File: config.mk
export PLATFORM = sky130hd
export DESIGN_NAME = pipe_hazard_ctrl
export DESIGN_NICKNAME = d
export VERILOG_FILES = /design/src/rtl/pipe_hazard_ctrl.sv
export SDC_FILE = /design/constraint.sdc
export NUM_CORES = 1
export LEC_CHECK = 0
export CAP_MARGIN = 20
export CORE_MARGIN = 2
export CORE_UTILIZATION = 44
export DETAILED_ROUTE_END_ITERATION = 7
export PLACE_DENSITY_LB_ADDON = 0.12
export SETUP_SLACK_MARGIN = 0.5
export SLEW_MARGIN = 20
export SYNTH_ARGS = -nofsm -noshare
export SYNTH_HDL_FRONTEND = slang
export SYNTH_SLANG_ARGS = --single-unit
File: constraint.sdc
create_clock -name clock -period 1.8 [get_ports clock]
set_input_delay 0.36 -clock clock [delete_from_list [all_inputs] [get_ports clock]]
set_output_delay 0.36 -clock clock [all_outputs]
set_load 0.01 [all_outputs]
File: src/rtl/pipe_hazard_ctrl.sv
// Hazard and redirect controller: destination scoreboard, decode stall/flush, event counters.
// Optional operand forwarding is enabled by defining PIPE_HAZARD_FWD_EN.
`timescale 1ns/1ps
module pipe_hazard_ctrl #(
    parameter int unsigned REG_AW      = 5,
    parameter int unsigned NUM_STAGES  = 3,
    parameter int unsigned FLUSH_DEPTH = 2,
    parameter int unsigned CNT_W       = 16,
    localparam int unsigned FS_W       = $clog2(NUM_STAGES)
) (
    input  logic              clock,
    input  logic              reset_n,
    input  logic              hold,
    input  logic              dec_valid,
    input  logic [REG_AW-1:0] dec_rs,
    input  logic [REG_AW-1:0] dec_rt,
    input  logic              dec_read_rs,
    input  logic              dec_read_rt,
    input  logic              dec_we,
    input  logic [REG_AW-1:0] dec_rd,
    input  logic              dec_is_load,
    input  logic              ex_redirect,
    output logic              raw_stall,
    output logic              flush_dec,
    output logic [FS_W-1:0]   fwd_rs_sel,
    output logic [FS_W-1:0]   fwd_rt_sel,
    output logic [CNT_W-1:0]  stall_cnt,
    output logic [CNT_W-1:0]  flush_cnt
);

    localparam int unsigned FC_W = $clog2(FLUSH_DEPTH + 1);

    logic [NUM_STAGES-1:0] slot_v;
    logic [NUM_STAGES-1:0] slot_ld;
    logic [REG_AW-1:0]     slot_rd [NUM_STAGES];
    logic [FC_W-1:0]       fcnt;
    logic [NUM_STAGES-2:0] match_rs;
    logic [NUM_STAGES-2:0] match_rt;
    logic                  stall_req;
    logic                  entry_v;

    // The writeback slot is excluded: the register file is write-before-read.
    always_comb begin
        match_rs = '0;
        match_rt = '0;
        for (int i = 0; i < NUM_STAGES - 1; i++) begin
            match_rs[i] = slot_v[i] && dec_valid && dec_read_rs && (dec_rs != '0)
                          && (dec_rs == slot_rd[i]);
            match_rt[i] = slot_v[i] && dec_valid && dec_read_rt && (dec_rt != '0)
                          && (dec_rt == slot_rd[i]);
        end
    end

`ifdef PIPE_HAZARD_FWD_EN
    logic load_use;

    assign load_use  = slot_ld[0] && (match_rs[0] || match_rt[0]);
    assign stall_req = load_use;

    // Walk from the oldest tracked slot down so the youngest producer wins.
    always_comb begin
        fwd_rs_sel = '0;
        fwd_rt_sel = '0;
        for (int k = int'(NUM_STAGES) - 2; k >= 0; k--) begin
            if (match_rs[k]) fwd_rs_sel = FS_W'(k + 1);
            if (match_rt[k]) fwd_rt_sel = FS_W'(k + 1);
        end
        if (load_use) begin
            fwd_rs_sel = '0;
            fwd_rt_sel = '0;
        end
    end
`else
    assign stall_req  = |{match_rs, match_rt};
    assign fwd_rs_sel = '0;
    assign fwd_rt_sel = '0;
`endif

    assign flush_dec = ex_redirect || (fcnt != '0);
    assign raw_stall = stall_req && !flush_dec;
    assign entry_v   = dec_valid && dec_we && (dec_rd != '0) && !raw_stall && !flush_dec;

    always_ff @(posedge clock or negedge reset_n) begin
        if (!reset_n) begin
            slot_v    <= '0;
            slot_ld   <= '0;
            for (int i = 0; i < NUM_STAGES; i++) slot_rd[i] <= '0;
            fcnt      <= '0;
            stall_cnt <= '0;
            flush_cnt <= '0;
        end else if (!hold) begin
            slot_v     <= {slot_v[NUM_STAGES-2:0], entry_v};
            slot_ld    <= {slot_ld[NUM_STAGES-2:0], dec_is_load};
            slot_rd[0] <= dec_rd;
            for (int i = 1; i < NUM_STAGES; i++) slot_rd[i] <= slot_rd[i-1];

            if (ex_redirect) begin
                fcnt <= FC_W'(FLUSH_DEPTH - 1);
            end else if (fcnt != '0) begin
                fcnt <= fcnt - FC_W'(1);
            end

            if (raw_stall && !(&stall_cnt)) stall_cnt <= stall_cnt + CNT_W'(1);
            if (ex_redirect && !(&flush_cnt)) flush_cnt <= flush_cnt + CNT_W'(1);
        end
    end

    logic unused_wb;
    assign unused_wb = ^{slot_v[NUM_STAGES-1], slot_rd[NUM_STAGES-1], slot_ld};

endmodule

==> metrics.yaml <==
flow_run:
  cap_violations: 0
finish:
  synthToLayoutAreaGrowth_pct: 98.1
  drive_above_1_share_pct: 61.9
  final_cell_mix: "90 x buf_6, 65 x buf_4, 43 x dfrtp_1, 23 x xnor2_1, 19 x xor2_1"
  final_common_cell: "buf_6"
  nFillCells: 185
  postLayoutCellArea_um2: 4740
  final_nets: 428
  layoutNonFillerInstCount: 473
clock_tree:
  cts_max_level: 2
  clockBufferDepth: 2
  numCtsBuffers: 5
  clk_pin_slew_ns: 0.10
  tritoncts: "built"
  cts.sinks: 46
  root_buffer: "clkbuf_8"
  clk_latency_ns: 0.32
pwr:
  vdd_drop_max_mv: 0.804
  p_int_uw: 2140
  powerDensity_nw_per_um2: 672
  total_leakage_power_uw: 0.00248
  power_switching_share_pct: 32.9
  pwr-share-seq_pct: 39.8
  pwr-share-clk_pct: 19.9
  power_uw: 3180
  p_sw_uw: 1050
  combPwrFrac_pct: 40.3
drt:
  dr.first_iter.drc_count: 162
  vias: 2483
  wirelength_um: 9360
  postRouteAntennaNets: 0
  firstDrtPassIters: 4
  routedWlPerCell_um: 19.8
  drc: 0
  avgViaCountPerCell: 5.25
floorplan:
  pin_count: 62
  core_um2: 5170
  die_h_um: 77.7
  fp-row-count: 26
  initial_core_util_pct: 46.2
  die_w_um: 77.7
  dieArea_um2: 6040
place:
  placed_cell_area_um2: 3410
  place.gp.congestion: 0.858
  port-buffer-count: 56
  dp_hpwl_um: 4140
  dp.cells: 389
sta:
  skew_ns: 0.0224
  clock.fmax_ghz: 0.473
  slew_headroom_pct: 62.8
  tightest_slew_ns: 0.558
  rsz0062_at_grt: "yes"
  finalWorstPathRequiredPeriod_ns: 2.11
  tns_ns: -3.37
  layout_setup_ws_ns: -0.313
  timing_hold_violations_final: 0
  setup_viol: 17
  finalCritPeriodShare_pct: 117
  whs_ns: 0.0153
  drv_slew: 0
outcome:
  failed_checks: "setup timing"
  outcome: "complete, but fails checks"
setup_path:
  critPathKind: "reg2out"
  path_cells: "xnor2_1, nand4_1, o22ai_2, a22oi_4, nor2_4, buf_6"
  cp_max_fo: 3
  critPathMaxStageDelay_ns: 0.43
  start_kind: "flop"
  crit_buf_inv: 1
  cp_slowest_cell: "dfrtp_1"
  critical_path.endpoint_type: "primary output"
  cp_top_family: "flip-flops"
  crit_arrival_ns: 1.75
  required_ns: 1.44
grt:
  grt-ovfl-total: 0
  grt_pass1_vias: 2511
  antenna_found_initial: 0
  grt.total_usage_pct: 25.6
  grt_start_max_net_pins: 25
  grt_pass1_wl_um: 12100
synth:
  synth_edf_count: 0
  synthCells: 217
  ys_seq_area_share_pct: 48.1
  ys.flop_type: "dfrtp_1"
  synth_warnings: 0
  yosysUniqueCellTypes: 37
  synth-async-reset-ratio_pct: 100
  synth.avg_cell_area_um2: 11.0
  syn_area_um2: 2390
  synth_seq_cells: 46
hold_path:
  hold_path_class: "in2async"
-- timing repair --
action,CTS,global route
endpoints found under the hold margin,0,0
endpoints found under the setup margin,68,65
hold buffers,0,0
pin swaps,44,33
buffers inserted,44,30
gates cloned,0,1
gates resized for setup,290,52
-- sequential cells by signal (all words and copies together) (netlist names) --
register	cells
slot_v	2
fcnt	2
flush_cnt	16
stall_cnt	16
slot_rd	10
-- metrics by stage --
stage	util [%]	worst slack (ns)
after floorplan	-	-0.0491
after global placement	66.0	-0.766
after detailed placement	66.0	-0.783
after CTS	82.7	-0.166
after global routing	91.5	-0.433
final	91.6	-0.313
-- final cells by class --
class	instances	area, um2	share of cell area, %
antenna	1	2.50	0.0528
inverter	4	17.5	0.370
tap	70	87.6	1.85
clock buffer	6	72.6	1.53
timing repair buffer	181	1740	36.8
sequential	46	1150	24.4
clock inverter	2	10.0	0.211
multi-input combinational	163	1650	34.8
-- final timing paths --
| check | startpoint | to | slack (ns) | cells past startpoint |
|---|---|---|---|---|
| setup / recovery | slot_rd[6] | raw_stall | -0.31 | 6 |
| hold / removal | reset_n | stall_cnt[7] | 0.02 | 1 |
| setup reg to reg | slot_rd[6] | stall_cnt[2] | -0.29 | 9 |
| hold reg to reg | slot_v[1] | slot_v[1] | 0.58 | 1 |
| max in group asynchronous | reset_n | flush_cnt[8] | 1.14 | 2 |
| min in group clock | slot_v[1] | slot_v[1] | 0.58 | 1 |
-- power groups by stage --
| stage | Sequential (uW) | Combinational, uW | Clock (uW) |
|---|---|---|---|
| 4_1_cts | 1250 | 1050 | 622 |
| 3_5_place_dp | 1260 | 796 | 0 |
| 5_1_grt | 1280 | 1350 | 682 |
| 2_1_floorplan | 1300 | 315 | 0 |
| 6_report | 1270 | 1280 | 634 |
| 3_3_place_gp | 1250 | 785 | 0 |
-- metal layers --
| metal | global-route usage [%] | up-vias | wire (um) |
|---|---|---|---|
| li1 | - | 1133 | - |
| met1 | 31.1 | 1235 | 3540 |
| met2 | 47.2 | 89 | 5130 |
| met3 | 4.19 | 26 | 413 |
| met4 | 5.54 | 0 | 275 |
| met5 | 0 | - | 0 |
-- cells in the mapped netlist, types with 2 or more instances --
library cell,count,share of area (%)
or3_1,3,0.79
nor2_1,7,1.1
nand4_1,10,2.6
nand2_1,19,3.0
o21ai_0,2,0.42
nor3_1,11,2.3
nor4_1,6,1.6
nand3_1,14,2.9
and3_1,3,0.79
ha_1,3,1.6
o311a_1,2,0.84
o22ai_1,3,0.79
mux2_2,11,5.2
xnor2_1,31,11
inv_1,4,0.63
buf_4,4,1.3
dfrtp_1,46,48
xor2_1,19,7.0
-- worst register-to-register path: stages, from the launching register on --
cell and delay [ns]:
dfrtp_1 0.43, xnor2_1 0.24, nand4_1 0.19, o22ai_2 0.23, a22oi_4 0.12, buf_6 0.15, buf_12 0.14, buf_4 0.14
nor3b_4 0.17, xor2_1 0.21
-- cell families (layout without fill, tap and decap cells) --
group | Yosys count | count (layout) | share of synthesized area, %
buf+inv | 11 | 193 | 2.67
simple gates | 81 | 81 | 17.6
xor+xnor | 50 | 50 | 18.3
compound gates | 13 | 13 | 5.70
other cells | 1 | 5 | 0.157
flops | 46 | 46 | 48.1
mux | 12 | 12 | 5.81
fa+ha+maj | 3 | 3 | 1.57
Power figures use the tool's default switching activity.
